## src/rtl/mem_stage.sv

```systemverilog
// mem_stage: MEM pipeline stage plus MEM/WB register of the 5-stage core.
// Runs loads/stores over a dmem req/ack handshake, stalls upstream, aborts hung accesses.
//
// Ports:
//   clk, rst_n                       clock, async active-low reset
//   in_valid, alu_in, st_data,       EX/MEM bundle
//   pc_plus4_in, reg_dest_in,
//   mem_rd, mem_wr, wb_sel_in,
//   reg_wr_in, call_in
//   stall                            hold EX/MEM and earlier stages
//   dmem_req/we/addr/wdata           data memory request side
//   dmem_rdata, dmem_ack             data memory response side
//   mem_out, alu_out, pc_plus4,      registered MEM/WB bundle
//   reg_dest, wb_sel, reg_wr, call
//   mem_err                          one-cycle pulse on timeout abort

module mem_stage #(
    parameter int TIMEOUT = 16
) (
    input  logic        clk,
    input  logic        rst_n,
    input  logic        in_valid,
    input  logic [31:0] alu_in,
    input  logic [31:0] st_data,
    input  logic [31:0] pc_plus4_in,
    input  logic [3:0]  reg_dest_in,
    input  logic        mem_rd,
    input  logic        mem_wr,
    input  logic        wb_sel_in,
    input  logic        reg_wr_in,
    input  logic        call_in,
    output logic        stall,
    output logic        dmem_req,
    output logic        dmem_we,
    output logic [31:0] dmem_addr,
    output logic [31:0] dmem_wdata,
    input  logic [31:0] dmem_rdata,
    input  logic        dmem_ack,
    output logic [31:0] mem_out,
    output logic [31:0] alu_out,
    output logic [31:0] pc_plus4,
    output logic [3:0]  reg_dest,
    output logic        wb_sel,
    output logic        reg_wr,
    output logic        call,
    output logic        mem_err
);

    localparam int CW = $clog2(TIMEOUT) + 1;

    typedef enum logic {
        IDLE,
        ACCESS
    } state_t;

    // Bundle carried from EX/MEM into MEM/WB
    typedef struct packed {
        logic [31:0] alu;
        logic [31:0] pc4;
        logic [3:0]  rd;
        logic        wb_sel;
        logic        reg_wr;
        logic        call;
    } bndl_t;

    state_t        state_q, state_d;
    logic [CW-1:0] cnt_q, cnt_d;
    logic [31:0]   addr_q, addr_d;
    logic [31:0]   wdata_q, wdata_d;
    logic          we_q, we_d;
    bndl_t         lat_q, lat_d;
    bndl_t         wb_q, wb_d;
    logic [31:0]   mem_q, mem_d;
    logic          err_q, err_d;

    logic  access_op;
    bndl_t in_b;

    assign access_op = in_valid & (mem_rd | mem_wr);

    always_comb begin
        in_b        = '0;
        in_b.alu    = alu_in;
        in_b.pc4    = pc_plus4_in;
        in_b.rd     = reg_dest_in;
        in_b.wb_sel = wb_sel_in;
        in_b.reg_wr = reg_wr_in;
        in_b.call   = call_in;
    end

    always_comb begin
        state_d = state_q;
        cnt_d   = cnt_q;
        addr_d  = addr_q;
        wdata_d = wdata_q;
        we_d    = we_q;
        lat_d   = lat_q;
        wb_d    = wb_q;
        mem_d   = mem_q;
        err_d   = 1'b0;
        unique case (state_q)
            IDLE: begin
                cnt_d = '0;
                mem_d = '0;
                if (access_op) begin
                    addr_d  = {alu_in[31:2], 2'b00};
                    wdata_d = st_data;
                    // both rd and wr set is treated as a store
                    we_d    = mem_wr;
                    lat_d   = in_b;
                    wb_d    = '0;
                    state_d = ACCESS;
                end else if (in_valid) begin
                    wb_d = in_b;
                end else begin
                    wb_d = '0;
                end
            end
            ACCESS: begin
                cnt_d = cnt_q + 1'b1;
                // ack beats a coincident timeout
                if (dmem_ack) begin
                    wb_d    = lat_q;
                    mem_d   = we_q ? 32'd0 : dmem_rdata;
                    cnt_d   = '0;
                    state_d = IDLE;
                end else if (cnt_q == CW'(TIMEOUT - 1)) begin
                    wb_d    = '0;
                    mem_d   = '0;
                    err_d   = 1'b1;
                    cnt_d   = '0;
                    state_d = IDLE;
                end
            end
            default: state_d = IDLE;
        endcase
    end

    always_ff @(posedge clk or negedge rst_n) begin
        if (!rst_n) begin
            state_q <= IDLE;
            cnt_q   <= '0;
            addr_q  <= '0;
            wdata_q <= '0;
            we_q    <= 1'b0;
            lat_q   <= '0;
            wb_q    <= '0;
            mem_q   <= '0;
            err_q   <= 1'b0;
        end else begin
            state_q <= state_d;
            cnt_q   <= cnt_d;
            addr_q  <= addr_d;
            wdata_q <= wdata_d;
            we_q    <= we_d;
            lat_q   <= lat_d;
            wb_q    <= wb_d;
            mem_q   <= mem_d;
            err_q   <= err_d;
        end
    end

    assign stall      = (state_q == ACCESS) | ((state_q == IDLE) & access_op);
    assign dmem_req   = (state_q == ACCESS);
    assign dmem_we    = we_q;
    assign dmem_addr  = addr_q;
    assign dmem_wdata = wdata_q;

    assign mem_out  = mem_q;
    assign alu_out  = wb_q.alu;
    assign pc_plus4 = wb_q.pc4;
    assign reg_dest = wb_q.rd;
    assign wb_sel   = wb_q.wb_sel;
    assign reg_wr   = wb_q.reg_wr;
    assign call     = wb_q.call;
    assign mem_err  = err_q;

endmodule

```

## config.mk

```make
export PLATFORM = sky130hd
export DESIGN_NAME = mem_stage
export DESIGN_NICKNAME = d
export VERILOG_FILES = /design/src/rtl/mem_stage.sv
export SDC_FILE = /design/constraint.sdc
export NUM_CORES = 1
export LEC_CHECK = 0
export ABC_AREA = 0
export CAP_MARGIN = 20
export CORE_AREA = 3 3 174 176
export DETAILED_ROUTE_END_ITERATION = 8
export DIE_AREA = 0 0 177 179
export PLACE_DENSITY = 0.66
export SETUP_SLACK_MARGIN = 0.3
export SLEW_MARGIN = 20
export SYNTH_ARGS = -nofsm -noshare
export SYNTH_HDL_FRONTEND = slang
export SYNTH_SLANG_ARGS = --single-unit
```

## constraint.sdc

```tcl
create_clock -name clk -period 1.45 [get_ports clk]
set_input_delay 0.29 -clock clk [delete_from_list [all_inputs] [get_ports clk]]
set_output_delay 0.29 -clock clk [all_outputs]
set_load 0.1 [all_outputs]
```

==> results.cfg <==
[run_status]
status = finished, violations left
failed_checks = negative setup slack

[synth]
synthFlopType = dfrtp_1
ys_seq_area_share_pct = 61.91
ys_async_sr_fraction_pct = 100.0
avgSynthCellArea_um2 = 14.54
netlist_area_um2 = 8650
synth-seq-cells = 214
synth_enable_flop_cells = 0
ys.warnings.count = 0
ys_types = 26
synth_cells = 595

[clocking]
cts_sinks = 214
clkTransAtPathRegs_ns = 0.06
clk_latency_ns = 0.52
cts_tree = built
root_buffer = clkbuf_16
cts_made_buffers = 26
cts.path.max_buffers = 3
htree_num_levels = 1

[pwr]
combPwrFrac_pct = 47.1
pwr-share-seq_pct = 28.9
p_per_area_nw_per_um2 = 1679
cellLeakagePower_nw = 7.667
p_clk_share_pct = 24.1
swShare_pct = 40.10
p_total_mw = 28.38
ir_drop_mv = 1.018
p_int_mw = 17.00
p_sw_mw = 11.38

[sta]
max_freq_mhz = 570.6
clock_skew_ns = 0.01041
finalCritPeriodShare_pct = 120.9
finalSetupViolCount = 210
finalHoldViolCount = 0
setup_slack_ns = -0.3025
post-route-min-period_ns = 1.752
whs_ns = 0.2121
drv_slew = 0
fin_setup_tns_ns = -47.38
grt_setup_unrepaired = yes

[critical_path]
max_stage_delay_ns = 0.50
cpMostUsedCell = buf_12
rr_startpoint = dmem_req$_DFF_PN0_
worstPathArrival_ns = 1.46
cp_data_required_time_ns = 1.16
cp_max_fo = 3
r2r_slack_ns = -0.30
cp-end-kind = output port
start_kind = register
crit_chain = buf_12 -> nand2b_4 -> buf_12
timing_worst_setup_path_type = reg -> out
r2r_end = pc_plus4[16]$_DFFE_PN0P_
slowest_stage = dfrtp_4
reg2reg_depth = 5

[floorplan]
rows = 62
start_util_pct = 30.05
die_y_um = 179
core_um2 = 28780
boundaryPins = 312
dieArea_um2 = 31680
die_width_um = 177

[layout]
final_cells = 1400
nets = 1138
drive_gt1_share_pct = 57.09
diodes = 0
area_delta_synth_final_pct = 95.40

[min_path]
hp-class = in -> async

[detailed_routing]
drc = 0
firstDrtPassIters = 4
vias = 6932
wire_per_inst_um = 23.04
wl_um = 32250
drtIter0Drc = 389
drtAntennaViolNets = 0
via_per_inst = 4.951

[global_route]
grt-ovfl-total = 0
antenna_found_initial = 0
grt_first_pass_wirelength_um = 40100
gr-usage-all-layers_pct = 15.98
grt_max_degree = 61
grt_pass1_vias = 6857

[placement]
dp_hpwl_um = 18370
place_ws_ns = -0.4999
dp_cells = 1250
gp_congestion = 0.7420
portBuffers = 309

[flow_run]
cap_violations = 0
-- state kept, by name, summed over array words and instances, names as in the netlist --
signal,cells
lat_q,71
pc_plus4,32
dmem_req,1
mem_err,1
reg_dest,4
reg_wr,1
call,1
dmem_wdata,32
mem_out,32
wb_sel,1
dmem_we,1
alu_out,32
cnt_q,5
-- cell usage in the layout (no fill, tap or decap), types with 3 or more instances in the layout --
cell	count
mux2_4	104
clkinv_2	5
a22o_1	32
buf_4	67
buf_12	194
clkdlybuf4s50_1	138
clkbuf_16	53
dfrtp_2	108
buf_8	8
and3_1	71
buf_6	13
bufinv_16	4
nor2_1	3
clkbuf_1	7
dfrtp_1	105
a221o_1	71
-- final cells by class --
type                       count  area (µm²)
clock inverter                12       171.4
fill                        2132       11880
timing repair buffer         451        6788
clock buffer                  36       729.5
multi-input combinational    303        3238
sequential                   214        5494
tap                          384       480.5
-- power groups by stage --
stage / sequential, mW / clock [mW] / combinational [mW]
finish: 8.19 / 6.83 / 13.4
global route: 8.30 / 7.26 / 13.7
CTS: 8.17 / 7.02 / 11.9
detailed placement: 8.26 / 0 / 11.8
global placement: 8.22 / 0 / 11.7
floorplan: 11.9 / 0 / 3.39
-- worst max-delay path, delay by kind of cell, from the launching register on --
| kind | cells | cell delay (ns) |
|---|---|---|
| buffers and inverters | 2 | 0.30 |
| flip-flops | 1 | 0.50 |
| AND/OR/NAND/NOR | 1 | 0.14 |
-- cell families (layout without fill, tap and decap cells) --
| logic type | count (synthesis) | in the layout | synth area share [%] |
|---|---|---|---|
| adder cells (fa/ha/maj) | 1 | 1 | 0.1446 |
| AO/OA/AOI/OAI | 107 | 108 | 11.73 |
| other | 1 | 2 | 0.04335 |
| XOR/XNOR | 2 | 2 | 0.2026 |
| multiplexers | 104 | 104 | 13.54 |
| flip-flops | 214 | 214 | 61.91 |
| AND/OR/NAND/NOR | 86 | 86 | 6.336 |
| buffers and inverters | 80 | 499 | 6.090 |
-- stage by stage --
| stage | cell area, µm² | utilization [%] |
|---|---|---|
| after floorplan | 8808 | - |
| after global placement | 14110 | 49.01 |
| after detailed placement | 14110 | 49.01 |
| after CTS | 15130 | 52.57 |
| after global routing | 16900 | 58.73 |
| final | 16900 | 58.73 |
-- synthesized netlist by cell type, types with 2 or more instances --
| cell | instances | area (µm²) |
|---|---|---|
| clkbuf_1 | 15 | 56.30 |
| o21ai_0 | 2 | 10.01 |
| buf_6 | 10 | 112.6 |
| buf_4 | 33 | 247.7 |
| nor2_2 | 2 | 12.51 |
| dfrtp_1 | 214 | 5355 |
| nor2_1 | 3 | 11.26 |
| a22o_1 | 32 | 280.3 |
| a221o_1 | 71 | 710.7 |
| and3_1 | 72 | 450.4 |
| mux2_2 | 104 | 1171 |
| buf_2 | 22 | 110.1 |
| nand2b_1 | 2 | 12.51 |
-- metal layers --
metal	share of wire [%]	up-vias	global-route usage, %
met5	0	-	0
met2	51	247	27.79
met1	40	3601	20.40
li1	-	3025	-
met3	5.9	59	3.240
met4	2.5	0	4.124
-- repair_timing --
item                                    CTS  global route
pin swaps                                 0            49
hold buffers                              1             0
hold endpoints to repair                214             0
buffers inserted                          6            60
endpoints found under the setup margin  381           383
resized for setup                         6           148
cloned                                    1            34
-- worst max path at each step --
stage | cells after the start | slack (ns) | start | endpoint
after floorplan | 5 | -0.22 | dmem_req$_DFF_PN0_ | alu_out[0]$_DFFE_PN0P_
after global placement | 6 | -0.48 | mem_rd | dmem_wdata[12]$_DFFE_PN0P_
after detailed placement | 6 | -0.50 | mem_rd | lat_q[48]$_DFFE_PN0P_
after CTS | 3 | -0.31 | dmem_req$_DFF_PN0_ | stall
after global routing | 5 | -0.34 | dmem_req$_DFF_PN0_ | pc_plus4[15]$_DFFE_PN0P_
final | 3 | -0.30 | dmem_req$_DFF_PN0_ | stall
No activity file was read; power rests on OpenSTA's default activity.
==> edit 1, RTL diff (config.mk and constraints unchanged) <==
`TIMEOUT`: 16 -> 32.
--- a/src/rtl/mem_stage.sv
+++ b/src/rtl/mem_stage.sv
@@ -15,7 +15,7 @@
 //   mem_err                          one-cycle pulse on timeout abort
 
 module mem_stage #(
-    parameter int TIMEOUT = 16
+    parameter int TIMEOUT = 32
 ) (
     input  logic        clk,
     input  logic        rst_n,
Function: no difference found for any inputs over 4 cycles, from zero or initial values and one cycle with rst_n low; that may be too few to reach the edited logic, so the function may still have changed.
==> edit 1 against the original RTL <==
  * The flow still finishes with violations (setup timing)
  * Setup slack worse by 0.10 ns
  * Wire length down 1.4%
  * Area after synthesis grew 0.14%
  * Design area shrank 0.95%
  * Sequential power is essentially flat
  * Synthesized cell count rose by 1.5%
  * First-iteration DRC count decreased by 8.0%
  * Hold slack got worse by 0.0070 ns
  * Via count down 0.81%
  * Sequential cell count up 1
  * Core utilization decreased by 0.56 points
  * Critical path depth grew 1
  * Power is 1.3% lower
==> edit 1: results (changes against the original RTL) <==
- Met3 routed WL: 2.89 mm (+52%)
- Power in sequential cells: 0.00821 W (about the same)
- Post-CTS Resized: 123 (+117)
- Layout cells sized above 1: 58.4% (+1.3 points)
- Final Wtd Congestion: 0.684 (-7.8%)
- Placed Cells: 1253 (+0.24%)
- Combinational share of power: 47.8% (+0.7 points)
- Hold/Removal Path Class: in -> reg
- Internal: 0.0168 W (-1.2%)
- Placement Setup Slack: -0.510 ns (-0.00976 ns)
- Leak: 7.54 nW (-1.6%)
- Post-Layout Cell Count: 1398 (-0.14%)
- Setup ws final: -0.402 ns (-0.0997 ns)
- GR Util met2: 32.9% (+5.1 points)
- Via Count: 6876 (-0.81%)
- Status: finished with violations
- Final clock skew: 0.0107 ns (+0.000309 ns)
- Final-layout fill cell count: 2207 (+3.5%)
- Uppermost layer routed: met5
- Drt first-iter violations: 358 (-8.0%)
- Endpoints failing setup: 210 (unchanged)
- Setup_tns: -49.66 ns (-2.28 ns)
- Buffer count from post-CTS setup fixing: 52 (+46)
- Data arrival time of the worst path: 1.56 ns (+0.10 ns)
- HPWL after DPL: 18.3 mm (-0.28%)
- Crit path largest cell delay: 0.48 ns (-0.02 ns)
- Top cells by area, synth: dfrtp_1 62%, mux2_2 13%, a221o_1 8.2%, and3_1 5.1%, buf_4 3.4%
- Gate Count Post-Synth: 604 (+1.5%)
- Reg2Reg Depth: 7 (+2)
- Distinct cells, synth: 28 (+7.7%)
- Largest net degree at the start of global routing: 45 (-26%)
- Sequential share of the synthesized area: 62.1% (+0.20 points)
- Global-route wire length before repair: 46.8 mm (+17%)
- Failing checks: setup timing
==> edit 1: worst max path at each step <==
stage | endpoint | startpoint | slack (ns) | depth (start not counted)
after floorplan | alu_out[26] | dmem_req | -0.24 | 6
after global placement | dmem_wdata[19] | mem_wr | -0.48 | 5
after detailed placement | lat_q[42] | mem_wr | -0.51 | 5
after CTS | stall | dmem_req | -0.44 | 4
after global routing | stall | dmem_req | -0.45 | 4
final | stall | dmem_req | -0.40 | 4
==> edit 1: kinds of logic after synthesis <==
group           after synthesis  share of synthesized area, %
xor+xnor                      3                         0.303
simple gates                 91                          6.40
fa+ha+maj                     1                         0.144
flops                       215                          62.1
other cells                   1                        0.0433
mux                         104                          13.5
buf+inv                      82                          5.72
compound gates              107                          11.8
==> edit 1: layout make-up <==
class                   count  area (sq um)  area share (%)
repair buffers            444          6620            39.6
flip-flops and latches    215          5550            33.2
multi-input cells         309          3250            19.4
clock buffers              39           728            4.35
well taps                 384           480            2.87
clock inverters             6           105           0.628
inverters                   1          3.75          0.0224
==> edit 2, RTL diff (same flow settings) <==
Made on the original files. `addr_q`, `wdata_q` and `mem_q` no longer have a reset.
--- a/src/rtl/mem_stage.sv
+++ b/src/rtl/mem_stage.sv
@@ -140,24 +140,24 @@
         if (!rst_n) begin
             state_q <= IDLE;
             cnt_q   <= '0;
-            addr_q  <= '0;
-            wdata_q <= '0;
             we_q    <= 1'b0;
             lat_q   <= '0;
             wb_q    <= '0;
-            mem_q   <= '0;
             err_q   <= 1'b0;
         end else begin
             state_q <= state_d;
             cnt_q   <= cnt_d;
-            addr_q  <= addr_d;
-            wdata_q <= wdata_d;
             we_q    <= we_d;
             lat_q   <= lat_d;
             wb_q    <= wb_d;
-            mem_q   <= mem_d;
             err_q   <= err_d;
         end
+    end
+
+    always_ff @(posedge clk) begin
+        addr_q  <= addr_d;
+        wdata_q <= wdata_d;
+        mem_q   <= mem_d;
     end
 
     assign stall      = (state_q == ACCESS) | ((state_q == IDLE) & access_op);
Function: changed (Yosys sat finds a counterexample within 4 cycles, from zero or initial values and one cycle with rst_n low).
==> edit 2 against the original RTL <==
  * The run still ends with setup timing left
  * Global-route usage increased by 0.45 points
  * Design area decreased by 1.4%
  * Die area unchanged
  * Sequential cell count increased by 30
  * Setup slack improved by 0.031 ns
  * Area after synthesis increased by 5.7%
  * Power decreased by 14%
  * Hold slack got worse by 0.043 ns
  * Wire length decreased by 11%
  * Final cell count decreased by 4.0%
  * Non-clock buffer count decreased by 56
  * Largest cell class is now sequential cells
==> edit 2: results (changes against the original RTL) <==
- Largest net degree at the start of global routing: 42 (-31%)
- Most crowded layer after global routing: met2
- Via Count: 6567 (-5.3%)
- Sequential share of the synthesized area: 71.9% (+10 points)
- Max reg flops: 71 (unchanged)
- Nets: 1082 (-4.9%)
- Synth top cells by count: 150 x dfrtp_1, 94 x edfxtp_1, 72 x and3_1, 72 x mux2_2, 71 x a221o_1
- Ys flop type: dfrtp_1
- Status: finished with violations
- Data arrival time of the worst path: 1.43 ns (-0.03 ns)
- Top cells by area, synth: dfrtp_1 41%, edfxtp_1 31%, mux2_2 8.9%, a221o_1 7.8%, and3_1 4.9%
- Global-route wire length before repair: 40.6 mm (+1.3%)
- CTS max path bufs: 3 (unchanged)
- CP Max Fanout: 2 (-1)
- Biggest register: lat_q
- Endpoints failing setup: 248 (+18%)
- Initial antenna violation count: 0 (unchanged)
- Ys async rst share: 61.5% (-39 points)
- VDD IR max: 0.876 mV (-14%)
- Layout cells sized above 1: 47.1% (-10 points)
- Drt drc: 0 (unchanged)
- TritonCTS buffer count: 27 (+3.8%)
- First-pass DRT Iterations: 4 (unchanged)
- Final clock skew: 0.0109 ns (+0.000450 ns)
- Number of synthesized flops with an enable pin: 94 (+94)
- HPWL after DPL: 17.5 mm (-4.9%)
- Final-layout fill cell count: 2117 (-0.70%)
- Antenna Cells: 0 (unchanged)
- Met1 usage: 20.4% (+0.039 points)
- GR Util met2: 28.5% (+0.75 points)
- Grt met3 use: 4.43% (+1.2 points)
- Hold/Removal Path Class: in -> reg
- Failing checks: setup timing
- PortBufs: 309 (unchanged)
- Vias in the first global route: 6772 (-1.2%)
- Clk_lat worst skew: 0.52 ns (about the same)
- Drt first-iter violations: 358 (-8.0%)
- Root Buffer: clkbuf_16
- Setup ws final: -0.271 ns (+0.0311 ns)
- Leak: 7.02 nW (-8.4%)
- Distinct cells, synth: 27 (+3.8%)
- Final Wtd Congestion: 0.726 (-2.1%)
- YS warnings: 0 (unchanged)
- All-Layer GR Usage: 16.4% (+0.45 points)
- WL final: 28.6 mm (-11%)
- Clock slew at reported path FFs: 0.06 ns (about the same)
- H-tree depth: 1 (unchanged)
edit 2: changes by cell type in the layout (fill, tap and decap cells not counted), moves of 5 or more:
cell | before | now
buf_8 | 8 | 3
and2_1 | 0 | 33
a22o_1 | 32 | 0
buf_12 | 194 | 187
edfxtp_1 | 0 | 94
dfrtp_2 | 108 | 72
mux2_4 | 104 | 9
buf_16 | 2 | 12
buf_4 | 67 | 29
mux2_2 | 0 | 63
clkbuf_16 | 53 | 37
dfrtp_1 | 105 | 77
edit 2: worst max-delay path: stages (launching register included):
cell and delay [ns]:
dfrtp_4 0.48, buf_6 0.13, nand2b_4 0.14, buf_12 0.16
edit 2: per-layer routing:
| metal | share of wire [%] | routed length [um] |
|---|---|---|
| met1 | 39 | 11200 |
| met2 | 51 | 14500 |
| met3 | 8.4 | 2400 |
| met4 | 1.7 | 484 |
| met5 | 0 | 0 |
edit 2: path summary, 6_finish.rpt:
path | from | endpoint | slack [ns] | cells after the start
setup / recovery | dmem_req | stall | -0.27 | 3
hold / removal | dmem_ack | cnt_q[4] | 0.17 | 3
setup reg to reg | cnt_q[1] | pc_plus4[7] | -0.26 | 6
hold reg to reg | lat_q[62] | lat_q[62] | 0.50 | 1
max in group asynchronous | rst_n | alu_out[23] | 0.68 | 3
min in group asynchronous | rst_n | lat_q[13] | 0.25 | 2
edit 2: timing repair:
item                       in CTS  in global routing
setup endpoints to repair     444                444
gates resized for setup        23                 20
hold buffers                    1                  0
pin swaps                       1                  4
buffers inserted               11                  8
hold endpoints to repair       38                  0
gates cloned                   15                 13
edit 2: per-stage QoR:
stage	power [W]	cells	instance area, sq um	setup TNS, ns	setup slack, ns
2_1_floorplan	0.0138	557	9370	-33.86	-0.195
3_3_place_gp	0.0172	1247	14800	-86.75	-0.504
3_5_place_dp	0.0173	1247	14800	-88.21	-0.519
4_1_cts	0.0245	1323	16300	-41.51	-0.293
5_1_grt	0.0252	1344	16700	-47.14	-0.313
6_report	0.0244	1344	16700	-34.88	-0.271
edit 2: report_power, final:
part	internal (W)	switching [W]	leakage, nW	total, W
registers	0.00830	0.000756	2.72	0.00906
logic	0.00365	0.00513	3.88	0.00878
clock network	0.00393	0.00268	0.419	0.00661
edit 2: final cells by class:
type / instances / share of cell area (%)
Sequential cell: 244 / 40.0
Timing Repair Buffer: 395 / 37.2
Multi-Input combinational cell: 270 / 14.5
Clock buffer: 36 / 4.44
Tap cell: 384 / 2.88
Clock inverter: 13 / 0.721
Inverter: 1 / 0.120
Timing Repair inverter: 1 / 0.120
edit 2: logic make-up after synthesis:
group / after synthesis / synth area share, %
compound gates: 74 / 7.96
xor+xnor: 2 / 0.192
fa+ha+maj: 1 / 0.137
buf+inv: 44 / 2.75
flops: 244 / 71.9
mux: 72 / 8.87
other cells: 1 / 0.0410
simple gates: 118 / 8.14
